--- config.mk ---
export PLATFORM = sky130hd
export DESIGN_NAME = qpsk_modulator
export DESIGN_NICKNAME = d
export VERILOG_FILES = /design/src/rtl/qpsk_modulator.sv
export SDC_FILE = /design/constraint.sdc
export NUM_CORES = 1
export LEC_CHECK = 0
export CAP_MARGIN = 5
export CORE_AREA = 2 2 89 57
export DETAILED_ROUTE_END_ITERATION = 16
export DIE_AREA = 0 0 91 59
export MAX_ROUTING_LAYER = met4
export PLACE_DENSITY_LB_ADDON = 0.2
export SYNTH_ARGS = -nofsm -noshare
export SYNTH_HDL_FRONTEND = slang
export SYNTH_SLANG_ARGS = --single-unit
--- constraint.sdc ---
create_clock -name clk -period 1.7 [get_ports clk]
set_input_delay 0.51 -clock clk [delete_from_list [all_inputs] [get_ports clk]]
set_output_delay 0.51 -clock clk [all_outputs]
set_load 0.005 [all_outputs]
--- src/rtl/qpsk_modulator.sv ---
// QPSK mapper: one 7-bit word in, four +/-AMP I/Q symbols out over a valid/ready stream.
// The bit layout is the inverse of the receive-side sign slicer, so four symbols round-trip to the word.
module qpsk_modulator #(
  parameter logic signed [15:0] AMP   = 16'sd11585,
  parameter int                 CNT_W = 16
) (
  input  logic                     clk,
  input  logic                     rst_n,
  input  logic [6:0]               data_in,
  input  logic                     data_valid,
  output logic                     data_ready,
  output logic signed [15:0]       sym_real,
  output logic signed [15:0]       sym_imag,
  output logic                     sym_valid,
  input  logic                     sym_ready,
  output logic [1:0]               sym_idx,
  output logic                     sym_last,
  output logic [CNT_W-1:0]         frame_count
);

  localparam logic signed [15:0] NAMP = -AMP;

  typedef enum logic {IDLE, EMIT} state_t;

  state_t              r_state, w_state_nxt;
  logic [6:0]          r_word, w_word_nxt;
  logic [1:0]          r_idx, w_idx_nxt;
  logic                r_last, w_last_nxt;
  logic signed [15:0]  r_re, w_re_nxt;
  logic signed [15:0]  r_im, w_im_nxt;
  logic [CNT_W-1:0]    r_cnt, w_cnt_nxt;
  logic [31:0]         w_map;
  logic                w_end_hs;

  // Pairs map lo->I sign, hi->Q sign; the last symbol carries bit 0 on Q with I pinned positive.
  function automatic logic [31:0] map_sym(input logic [6:0] w, input logic [1:0] idx);
    logic hi, lo;
    case (idx)
      2'd0:    begin hi = w[6]; lo = w[5]; end
      2'd1:    begin hi = w[4]; lo = w[3]; end
      2'd2:    begin hi = w[2]; lo = w[1]; end
      default: begin hi = w[0]; lo = 1'b0; end
    endcase
    return {(lo ? NAMP : AMP), (hi ? NAMP : AMP)};
  endfunction

  assign w_end_hs   = (r_state == EMIT) && (r_idx == 2'd3) && sym_ready;
  assign data_ready = (r_state == IDLE) || w_end_hs;

  always_comb begin
    w_state_nxt = r_state;
    w_word_nxt  = r_word;
    w_idx_nxt   = r_idx;
    w_last_nxt  = r_last;
    w_re_nxt    = r_re;
    w_im_nxt    = r_im;
    w_cnt_nxt   = r_cnt;
    w_map       = '0;
    case (r_state)
      IDLE: begin
        if (data_valid) begin
          w_map       = map_sym(data_in, 2'd0);
          w_state_nxt = EMIT;
          w_word_nxt  = data_in;
          w_idx_nxt   = 2'd0;
          w_last_nxt  = 1'b0;
          w_re_nxt    = w_map[31:16];
          w_im_nxt    = w_map[15:0];
        end
      end
      EMIT: begin
        if (sym_ready) begin
          if (r_idx != 2'd3) begin
            w_map      = map_sym(r_word, r_idx + 2'd1);
            w_idx_nxt  = r_idx + 2'd1;
            w_last_nxt = (r_idx == 2'd2);
            w_re_nxt   = w_map[31:16];
            w_im_nxt   = w_map[15:0];
          end else begin
            w_cnt_nxt = r_cnt + CNT_W'(1);
            if (data_valid) begin
              // Next word chained in on the same edge, so there is no bubble.
              w_map      = map_sym(data_in, 2'd0);
              w_word_nxt = data_in;
              w_idx_nxt  = 2'd0;
              w_last_nxt = 1'b0;
              w_re_nxt   = w_map[31:16];
              w_im_nxt   = w_map[15:0];
            end else begin
              w_state_nxt = IDLE;
              w_idx_nxt   = 2'd0;
              w_last_nxt  = 1'b0;
              w_re_nxt    = '0;
              w_im_nxt    = '0;
            end
          end
        end
      end
      default: w_state_nxt = IDLE;
    endcase
  end

  always_ff @(posedge clk or negedge rst_n) begin
    if (!rst_n) r_state <= IDLE;
    else        r_state <= w_state_nxt;
  end

  always_ff @(posedge clk or negedge rst_n) begin
    if (!rst_n) begin
      r_word <= '0;
      r_idx  <= '0;
      r_last <= 1'b0;
      r_re   <= '0;
      r_im   <= '0;
      r_cnt  <= '0;
    end else begin
      r_word <= w_word_nxt;
      r_idx  <= w_idx_nxt;
      r_last <= w_last_nxt;
      r_re   <= w_re_nxt;
      r_im   <= w_im_nxt;
      r_cnt  <= w_cnt_nxt;
    end
  end

  assign sym_valid   = (r_state == EMIT);
  assign sym_real    = r_re;
  assign sym_imag    = r_im;
  assign sym_idx     = r_idx;
  assign sym_last    = r_last;
  assign frame_count = r_cnt;

endmodule

# == Yosys cells after proc, flatten, opt, wreduce, memory -nomap -nowiden ==
# Cells that the tools add are included.
# op_classes
eq_ne,8
bitwise,2
div,0
n_shift,0
n_lt_le_gt_ge,0
multipliers,0
reduce_logical,7
add_sub_neg,2
n_mux,50
# op_table
operator,count
2-to-1 mux 16 bit,14
one-hot mux 16 bit (2 select lines),2
2-to-1 mux 1 bit,22
2-to-1 mux 7 bit,3
adder 16 x 1 -> 16 bit (second input constant),1
one-hot mux 7 bit (2 select lines),1
inequality test 2 bit (second input constant),4
== test 2 bit (second input constant),3
2-to-1 mux 2 bit,3
one-hot mux 1 bit (3 select lines),2
one-hot mux 1 bit (2 select lines),2
one-hot mux 2 bit (2 select lines),1
AND reduction 2 bit,2
AND reduction 3 bit,1
adder 2 x 1 -> 2 bit (second input constant),1
== test 2 x 1 -> 1 bit (second input constant),1
logical AND 1 bit,2
logical NOT 2 bit,1
inverter 1 bit,2
logical OR 1 bit,1
# totals
rom_bits,0
latch_bits,0
memories,0
output_inout_bits,53
wordCells,76
in_bits,11
mem_bits_rw,0
regBits,59

# == Logic depth before layout (Yosys ltp) ==
# depth
ltp_word,10
depth_mapped,6
ltp_nobuf,6

# == Worst setup path before layout ==
# No wires, ideal clock.
# synth_path
path_kind,register to register
from,register r_idx[1] (netlist: sym_idx[1])
to,register r_cnt[14] (netlist: frame_count[14])
synth_period_minus_slack_ns,1.612
t_arrival_ns,1.533
required_time_ns,1.621
path_stages_with_launch,7
slack_ns,0.088
setup_time_ns,0.079
path_buffers,1
path_cell_list,dfrtp_1 -> ha_1 -> buf_2 -> and3_4 -> nand4_4 -> nor4_4 -> xor2_1
# synth_via
elab_chain_len,3
# synth_rtl
element,line_no,rtl
"start, declared",27,"logic [1:0] r_idx, w_idx_nxt;"
"start signal, assigned",118,r_idx <= w_idx_nxt;
inequality test 2 bit,73,if (r_idx != 2'd3) begin
inverter 1 bit (no source line),n/a,
AND reduction 3 bit (no source line),n/a,
"end signal, assigned",122,r_cnt <= w_cnt_nxt;
"end, declared",31,"logic [CNT_W-1:0] r_cnt, w_cnt_nxt;"
# No other way between the ends.
# A chain may end at the register's enable or synchronous reset.

# == Worst setup path after layout ==
# layout_path
from,register r_last (netlist: sym_last)
to,output sym_last
# layout_lines
element,line_no,rtl
"start, declared",28,"logic r_last, w_last_nxt;"
"start signal, assigned",119,r_last <= w_last_nxt;
"end, declared",17,"output logic sym_last,"
# No word-level cell between the ends.

==> impl_metrics.tcl <==
set metrics [dict create \
    crit_family "buffers and inverters" \
    grt_max_degree 33 \
    dp_cells 279 \
    fill_cells 396 \
    worst_ep_required_time_ns 1.19 \
    p_leak_nw 1.39 \
    slew_violations 0 \
    final_nets 268 \
    worstSetupPathType "reg -> out" \
    start_util_pct 39.2 \
    r2r-start "sym_idx[0]" \
    fmax_ghz 0.599 \
    synth_seq_area_share_pct 45.6 \
    setup_violations 0 \
    num_antenna_cells 0 \
    rows 19 \
    syn_nets 182 \
    root_buffer "clkbuf_8" \
    skew_ns 0.00888 \
    synth_cells 164 \
    ys_ff_latch 32 \
    slew_headroom_pct 75.7 \
    vias_per_cell 4.64 \
    port_buffers 63 \
    path_buf_inv 1 \
    multi_input_area_sq_um 741 \
    max_stage_delay_ns 0.51 \
    fin_crit_ns 1.67 \
    dieArea_sq_um 5370 \
    min_path_type "reg -> reg" \
    grt_use_total_pct 17.1 \
    clock_path_buffers 2 \
    area_delta_synth_final_pct 54.8 \
    r2r-end "sym_imag[13]" \
    ios 64 \
    cpMaxStageDelayCell "clkdlybuf4s50_1" \
    synth_cell_types 36 \
    arrival_ns 1.16 \
    cts.reportedPaths.clkPinSlew_ns 0.07 \
    grt_pass1_vias 1501 \
    r2r.worst_path.cells 7 \
    wl_per_cell_um 13.1 \
    vias 1458 \
    drt-pass1-iter-count 4 \
    tightest_slew_ns 0.362 \
    final_hold_viol_count 0 \
    h-tree-depth 2 \
    cp-endpoint "sym_last" \
    reg2reg_slack_ns 0.05 \
    critPathLaunchType "flop" \
    final_antenna_net_count 0 \
    drt_iter0_drc 71 \
    drive_above_1_share_pct 31.9 \
    synth_area_per_cell_sq_um 10.7 \
    core_area_sq_um 4470 \
    crit_fanout 3 \
    critPathCaptureType "output pin" \
    antenna_found_initial 0 \
    fp.dieH_um 59 \
    totalWireLength_mm 4.13 \
    syn-cell-area_sq_um 1750 \
    p_total_mw 3.40 \
    drv_cap 0 \
    status "finished clean" \
    cp_cell_sequence "clkdlybuf4s50_1" \
    crit_start "sym_last" \
    dpl.hpwl_mm 2.91 \
    routabilityCongestion 0.833 \
    drc_errors 0 \
    path_depth 1 \
    post-route-period-util_pct 98.2 \
    die_w_um 91 \
    cts_sinks 32 \
    seq_area_sq_um 807 \
    cts_tree "done" \
    cts_made_buffers 5 \
    clkLatencyLatePin_ns 0.28 \
    yosysWarnings 0 \
    power_density_nw_per_um2 1250 \
    grt-ovfl-total 0 \
    finalNonFillerCells 314 \
    grt_pass1_wl_mm 6.98 \
    ir_drop_uv 632 \
]
-- power breakdown --
group / internal [mW] / switching, mW / total (mW)
registers: 0.975 / 0.129 / 1.10
logic: 1.01 / 0.681 / 1.70
clock network: 0.323 / 0.283 / 0.606
-- worst min path at each step --
| stage | from | cells past startpoint | slack [ns] | endpoint |
|---|---|---|---|---|
| after global placement | frame_count[15] | 1 | 0.46 | frame_count[15] |
| final | frame_count[11] | 1 | 0.51 | frame_count[11] |
| after floorplan | rst_n | 0 | 0.21 | frame_count[0] |
| after detailed placement | frame_count[15] | 1 | 0.47 | frame_count[15] |
| after CTS | frame_count[15] | 1 | 0.48 | frame_count[15] |
| after global routing | r_word[5] | 1 | 0.54 | r_word[5] |
-- synth_stat cells, drive strengths merged --
master,instances,area share [%]
nand2,15,3.2
a22o,1,0.50
a311oi,1,0.50
o22ai,1,0.36
nor3,3,1.1
xor2,6,3.0
a221o,2,1.1
and3,3,1.4
buf,29,12
a32o,1,0.57
and2b,1,0.43
xnor2,9,4.5
a221oi,1,0.50
nand3,3,0.86
nor4,1,1.2
a21oi,3,0.86
nor2,12,2.6
o21ai,4,1.1
mux2,7,4.5
nor2b,1,0.36
a21o,1,0.43
nand4,6,3.0
a2111o,1,0.64
a222oi,1,0.57
a22oi,1,0.43
clkbuf,1,0.21
dfrtp,32,46
inv,5,1.1
o22a,1,0.50
nand2b,3,1.1
o221a,1,0.64
ha,7,5.0
-- area by class of cell --
type                       count  area share [%]
inverter                       5           0.691
clock buffer                   6            3.04
tap                           63            2.90
clock inverter                 2           0.369
timing repair buffer         109            36.0
sequential                    32            29.7
multi-input combinational     97            27.3
-- cells by family (layout without fill, tap and decap cells) --
kind of cell             after synthesis  after routing  share of synthesized area, %
AO/OA/AOI/OAI                         20             20                          8.77
XOR/XNOR                              15             15                          7.49
adder cells (fa/ha/maj)                7              7                          4.99
buffers and inverters                 35            122                          13.4
flip-flops                            32             32                          45.6
multiplexers                           7              7                          4.49
AND/OR/NAND/NOR                       48             48                          15.2
-- what timing repair did --
action	CTS	global route
setup endpoints to repair	57	24
setup buffers	26	2
hold buffers	0	0
pin swaps	2	3
gates resized for setup	48	16
-- registers in the layout, indices dropped and copies added, names as in the netlist --
register and flops:
frame_count 16, r_word 7, sym_real 3, sym_idx 2
sym_imag 2, sym_last 1, sym_valid 1
-- metal layers --
layer	vias to the layer above	wire, um	track usage, %
li1	709	-	-
met1	698	1910	21.7
met2	46	1930	27.3
met3	5	250	4.96
met4	0	33	4.98
met5	-	0	-
-- layout by cell type (no fill, tap or decap), drive strengths merged, types with 4 or more instances in the layout --
cell type | netlist | final
mux2 | 7 | 7
o21ai | 4 | 4
dlygate4sd2 | 0 | 29
nor2 | 12 | 12
nand4 | 6 | 6
dlymetal6s2s | 0 | 9
nand2 | 15 | 15
dfrtp | 32 | 32
xnor2 | 9 | 9
clkdlybuf4s50 | 0 | 24
ha | 7 | 7
clkbuf | 1 | 6
xor2 | 6 | 6
inv | 5 | 5
buf | 29 | 47
-- stage by stage --
step / hold slack (ns) / instance area [sq um] / util (%) / TNS, ns / setup slack, ns
global placement: 0.464 / 2400 / 53.8 / -6.75 / -0.417
floorplan: 0.214 / 1750 / - / 0 / 0.0880
finish: 0.506 / 2720 / 60.8 / 0 / 0.0300
global route: 0.543 / 2720 / 60.8 / -0.00262 / -0.00262
detailed placement: 0.467 / 2400 / 53.8 / -7.77 / -0.432
CTS: 0.475 / 2670 / 59.7 / -0.00291 / -0.00291
(Power assumes the default switching activity.)
